`config.mk`:
```
export PLATFORM = sky130hd
export DESIGN_NAME = instr_fetch_unit
export DESIGN_NICKNAME = d
export VERILOG_FILES = /design/src/rtl/mips_pkg.sv /design/src/rtl/instr_next_pc.sv /design/src/rtl/instr_fetch_unit.sv
export SDC_FILE = /design/constraint.sdc
export NUM_CORES = 1
export LEC_CHECK = 0
export ABC_AREA = 1
export CAP_MARGIN = 15
export CORE_MARGIN = 4
export CORE_UTILIZATION = 40
export DETAILED_ROUTE_END_ITERATION = 8
export PLACE_DENSITY = 0.67
export SYNTH_ARGS = -nofsm -noshare
export SYNTH_HDL_FRONTEND = slang
export SYNTH_HIERARCHICAL = 1
export SYNTH_SLANG_ARGS = --single-unit
```
`constraint.sdc`:
```
create_clock -name clk -period 3.3 [get_ports clk]
set_input_delay 0.66 -clock clk [delete_from_list [all_inputs] [get_ports clk]]
set_output_delay 0.66 -clock clk [all_outputs]
set_load 0.005 [all_outputs]
```
`src/rtl/mips_pkg.sv`:
```
// Shared MIPS definitions: opcodes, instruction field positions and fetch FSM encoding.
// The HALT state is present only when FETCH_HALT_DETECT_EN is defined.
package mips_pkg;

    localparam logic [5:0] OP_RTYPE = 6'b000000;
    localparam logic [5:0] OP_ADDI  = 6'b001000;
    localparam logic [5:0] OP_LW    = 6'b100011;
    localparam logic [5:0] OP_SW    = 6'b101011;
    localparam logic [5:0] OP_BEQ   = 6'b000100;
    localparam logic [5:0] OP_J     = 6'b000010;
    localparam logic [5:0] OP_HALT  = 6'b111111;

    localparam int OPC_MSB = 31;
    localparam int OPC_LSB = 26;
    localparam int IMM_MSB = 15;
    localparam int IMM_LSB = 0;
    localparam int TGT_MSB = 25;
    localparam int TGT_LSB = 0;

`ifdef FETCH_HALT_DETECT_EN
    typedef enum logic [1:0] {
        ST_IDLE  = 2'd0,
        ST_FETCH = 2'd1,
        ST_HOLD  = 2'd2,
        ST_HALT  = 2'd3
    } fetch_state_t;
`else
    typedef enum logic [1:0] {
        ST_IDLE  = 2'd0,
        ST_FETCH = 2'd1,
        ST_HOLD  = 2'd2
    } fetch_state_t;
`endif

    function automatic logic is_halt_op(input logic [31:0] word);
        return word[OPC_MSB:OPC_LSB] == OP_HALT;
    endfunction

endpackage

```
`src/rtl/instr_next_pc.sv`:
```
// Combinational next-PC select: jump beats taken branch beats sequential.
// All additions wrap modulo 2^ADDR_W.
module instr_next_pc
    import mips_pkg::*;
#(
    parameter int ADDR_W = 32
) (
    input  logic [ADDR_W-1:0] pc_plus4,
    input  logic [31:0]       instr,
    input  logic              branch,
    input  logic              jump,
    input  logic              zero,
    output logic [ADDR_W-1:0] next_pc
);

    logic [ADDR_W-1:0] jump_target;
    logic [ADDR_W-1:0] branch_offset;
    logic [ADDR_W-1:0] branch_target;
    logic [5:0]        opcode_unused;

    // Opcode bits are decoded elsewhere; they play no part in the target math.
    assign opcode_unused = instr[OPC_MSB:OPC_LSB];

    assign jump_target   = {pc_plus4[ADDR_W-1:28], instr[TGT_MSB:TGT_LSB], 2'b00};
    assign branch_offset = {{(ADDR_W-18){instr[IMM_MSB]}}, instr[IMM_MSB:IMM_LSB], 2'b00};
    assign branch_target = pc_plus4 + branch_offset;

    always_comb begin
        next_pc = pc_plus4;
        if (jump) begin
            next_pc = jump_target;
        end else if (branch && zero) begin
            next_pc = branch_target;
        end
    end

endmodule

```
`src/rtl/instr_fetch_unit.sv`:
```
// Fetch stage: owns the PC, issues one imem read at a time, holds the word for decode.
// Build option FETCH_HALT_DETECT_EN stops fetch permanently on opcode 6'b111111.
//
// state    | meaning
// ---------+-----------------------------------------------------------
// ST_IDLE  | one cycle after reset release
// ST_FETCH | imem_req high at pc, waiting for imem_rvalid
// ST_HOLD  | instr valid for decode, waiting for id_ready
// ST_HALT  | halt opcode handed off, fetch stopped until reset (option)
module instr_fetch_unit
    import mips_pkg::*;
#(
    parameter int                ADDR_W   = 32,
    parameter logic [ADDR_W-1:0] RESET_PC = '0
) (
    input  logic              clk,
    input  logic              rst_n,
    output logic              imem_req,
    output logic [ADDR_W-1:0] imem_addr,
    input  logic              imem_rvalid,
    input  logic [31:0]       imem_rdata,
    output logic [31:0]       instr,
    output logic              instr_valid,
    input  logic              id_ready,
    input  logic              branch,
    input  logic              jump,
    input  logic              zero,
    output logic [ADDR_W-1:0] pc,
    output logic [ADDR_W-1:0] pc_plus4,
    output logic              halted
);

    fetch_state_t      state;
    fetch_state_t      state_next;
    logic              capture;
    logic              handoff;
    logic              pc_update;
    logic [ADDR_W-1:0] next_pc;

    assign pc_plus4  = pc + ADDR_W'(4);
    assign imem_addr = pc;

    instr_next_pc #(
        .ADDR_W (ADDR_W)
    ) u_next_pc (
        .pc_plus4 (pc_plus4),
        .instr    (instr),
        .branch   (branch),
        .jump     (jump),
        .zero     (zero),
        .next_pc  (next_pc)
    );

    always_comb begin
        state_next = state;
        imem_req   = 1'b0;
        capture    = 1'b0;
        handoff    = 1'b0;
        pc_update  = 1'b0;
        case (state)
            ST_IDLE: begin
                state_next = ST_FETCH;
            end
            ST_FETCH: begin
                imem_req = 1'b1;
                if (imem_rvalid) begin
                    capture    = 1'b1;
                    state_next = ST_HOLD;
                end
            end
            ST_HOLD: begin
                if (id_ready) begin
                    handoff    = 1'b1;
                    pc_update  = 1'b1;
                    state_next = ST_FETCH;
`ifdef FETCH_HALT_DETECT_EN
                    if (is_halt_op(instr)) begin
                        pc_update  = 1'b0;
                        state_next = ST_HALT;
                    end
`endif
                end
            end
`ifdef FETCH_HALT_DETECT_EN
            ST_HALT: begin
                state_next = ST_HALT;
            end
`endif
            default: begin
                state_next = ST_IDLE;
            end
        endcase
    end

    always_ff @(posedge clk or negedge rst_n) begin
        if (!rst_n) begin
            state       <= ST_IDLE;
            pc          <= RESET_PC;
            instr       <= '0;
            instr_valid <= 1'b0;
        end else begin
            state <= state_next;
            if (capture) begin
                instr       <= imem_rdata;
                instr_valid <= 1'b1;
            end else if (handoff) begin
                instr_valid <= 1'b0;
            end
            if (pc_update) begin
                pc <= next_pc;
            end
        end
    end

`ifdef FETCH_HALT_DETECT_EN
    assign halted = (state == ST_HALT);
`else
    assign halted = 1'b0;
`endif

endmodule

```
==> metrics.yaml <==
run_status:
  status: "completed"
placed_design:
  dp_hpwl_um: 18700
  place_area_mm2: 0.00851
  placement.io_buffers: 168
  gp_congestion: 0.947
yosys:
  netlist_top_cells_area: "nand2_1 (28%), dfrtp_1 (25%), inv_1 (7.4%)"
  yosysTopAreaCellShare: 0.278
  synth_top_cell_by_area: "nand2_1"
  yosysSeqAreaShare: 0.250
  ys.flop_type: "dfrtp_1"
  synthArstFlopShare: 1.00
  synth_area_mm2: 0.00670
  syn_nets: 1179
  postSynthCellCount: 1109
  syn_avg_cell_area_um2: 6.04
  synth_edf_count: 0
  synth.ff_latch_count: 67
  synth_warnings: 6
  synth_cell_type_count: 38
sta:
  finalMaxSlewViolations: 0
  skew_ps: 9.81
  period_minus_slack_ps: 3170
  finalHoldViolations: 0
  setup-violations-final: 0
  tightestPinTransition_ps: 965
  hold_ws_ps: 414
  slew_headroom: 0.357
  fin_crit_sh: 0.960
  fin_tns_setup_ps: 0
  fmax_mhz: 316
floorplan:
  io_pins: 170
  dieArea_mm2: 0.0189
  core_mm2: 0.0165
  start_util: 0.407
  placementRows: 47
  die_h_um: 137
  dieWidth_um: 137
clock_network:
  clock_path_buffers: 2
  post-cts-setup-buffers: 0
  insertion_delay_ps: 330
  cts_buffers: 9
  clkTransAtPathRegs_ps: 60
  cts-root-buf: "clkbuf_16"
  h-tree-depth: 3
  cts_tree: "done"
  cts_num_sinks: 67
power:
  irDropWorstVdd_uv: 513
  cellPowerDensity_mw_per_mm2: 938
  p_leak_nw: 4.61
drt:
  routed_wl_um: 23000
  drtIter0Drc: 609
  viasPerCell: 4.89
  routedWlPerCell_um: 15.5
  vias: 7245
  first_pass_iters: 7
  ant_nets: 0
  drc_errors: 0
layout:
  fin_area_mm2: 0.00887
  ff_latch_area_mm2: 0.00169
  multiInputGateArea_mm2: 0.00420
  syn_to_final_growth_pct: 32.5
  antenna_cells: 0
  fillers: 1678
  drive_gt1_frac: 0.0975
  nets: 1326
worst_setup_path:
  critPathLaunchType: "flip-flop"
  arrival_ps: 3390
  cp-end-kind: "flip-flop"
  required_ps: 3520
  critPathMaxFanout: 5
  critPathKind: "flip-flop to flip-flop"
global_route:
  grt.total_usage: 0.248
  grt_antenna_before_repair: 0
  grt-ovfl-total: 0
  grt_max_degree: 37
  grt_pass1_wl_um: 36200
  grt_pass1_vias: 6717
flow_run:
  drv_cap: 0
hold_path:
  hp-class: "input pin to async pin"
==> layout by cell type (no fill, tap or decap), types with 3 or more instances in the layout <==
| cell type | count |
|---|---|
| nand2_1 | 495 |
| clkdlybuf4s50_1 | 167 |
| inv_1 | 132 |
| nand3_1 | 82 |
| nor2_1 | 62 |
| dfrtp_1 | 60 |
| o21ai_0 | 31 |
| buf_4 | 27 |
| ha_1 | 25 |
| nor2_2 | 19 |
| a21oi_1 | 19 |
| nand2_2 | 14 |
| xnor2_1 | 13 |
| xor2_1 | 11 |
| nor2_4 | 10 |
| o21ai_1 | 10 |
| clkbuf_16 | 9 |
| nand3b_1 | 8 |
| dfrtp_2 | 7 |
| nand4_1 | 7 |
| and2_1 | 5 |
| nand3_2 | 4 |
| nand2_4 | 3 |
| or2_2 | 3 |
| ha_4 | 3 |
==> power breakdown <==
part	internal (W)	switching, W	leakage (nW)	total [W]
combinational	0.00262	0.00305	3.64	0.00567
clock	0.000546	0.000348	0.135	0.000895
sequential	0.00119	0.000572	0.834	0.00176
==> layout make-up <==
type / count / share of cell area
tap: 220 / 0.0310
clock inverter: 4 / 0.00282
multi-input combinational: 845 / 0.473
timing repair buffer: 197 / 0.216
clock buffer: 12 / 0.0289
inverter: 136 / 0.0575
sequential: 67 / 0.190
==> synthesized netlist by cell type, types with 10 or more instances <==
library cell and instances:
a21oi_1 19, buf_2 13, buf_4 35, clkbuf_1 13, dfrtp_1 67, ha_1 30
inv_1 132, nand2_1 495, nand2_2 14, nand3_1 82, nor2_1 69, nor2_2 12
nor2_4 10, o21ai_0 31, o21ai_1 10, xnor2_1 13, xor2_1 12
==> per-layer routing <==
layer | track usage | up-vias | share of wire
met5 | 0 | - | 0
met4 | 0.0726 | 0 | 0.023
met3 | 0.0446 | 30 | 0.084
met2 | 0.394 | 288 | 0.45
met1 | 0.345 | 3262 | 0.44
li1 | - | 3665 | -
==> final timing paths <==
| path | startpoint | depth (start not counted) | to | slack (ps) |
|---|---|---|---|---|
| setup / recovery | imem_addr[3] | 19 | imem_addr[21] | 130 |
| hold / removal | rst_n | 1 | instr[3] | 410 |
| setup reg to reg | imem_addr[3] | 19 | imem_addr[21] | 130 |
| hold reg to reg | instr[27] | 2 | instr[27] | 470 |
| max in group asynchronous | rst_n | 2 | instr[20] | 2220 |
| min in group clk | instr[27] | 2 | instr[27] | 470 |
==> repair_timing <==
item / CTS / global route
setup endpoints to repair: 0 / 9
hold buffers: 0 / 0
gates resized for setup: 0 / 22
endpoints found under the hold margin: 0 / 0
==> cell families (layout without fill, tap and decap cells) <==
group / after synthesis / in the layout / share of synthesized area
simple gates: 722 / 722 / 0.472
buf+inv: 197 / 349 / 0.132
flops: 67 / 67 / 0.250
compound gates: 65 / 65 / 0.0505
fa+ha+maj: 31 / 31 / 0.0591
xor+xnor: 26 / 26 / 0.0351
other cells: 1 / 1 / 0.000560
==> registers in the layout (all words and copies together) (netlist names) <==
register     cells
imem_addr       32
instr           32
state            2
instr_valid      1
==> critical path, stage by stage, from the launching register on <==
cell     delay, ps
dfrtp_1        410
ha_2           230
nand2_1         70
nor2_2         180
nand2_4        110
nor2_4         130
nand2_1         70
nand2_1         60
nand2_1        150
ha_2           450
nand2_1        130
nor2_2         170
and2_4         190
nand4_1        160
nand4_1        160
nand3_1        110
nand2_1        130
nand2_1         60
nand2_1         60
nand2_1         40
==> through the flow <==
stage / util / power (W) / cells / setup WS, ps
after floorplan: - / 0.00492 / 1109 / 609
after global placement: 0.517 / 0.00723 / 1465 / 192
after detailed placement: 0.517 / 0.00728 / 1465 / 163
after CTS: 0.534 / 0.00822 / 1481 / 144
after global routing: 0.539 / 0.00908 / 1481 / -31.0
final: 0.539 / 0.00832 / 1481 / 131
Power figures use the tool's default switching activity.
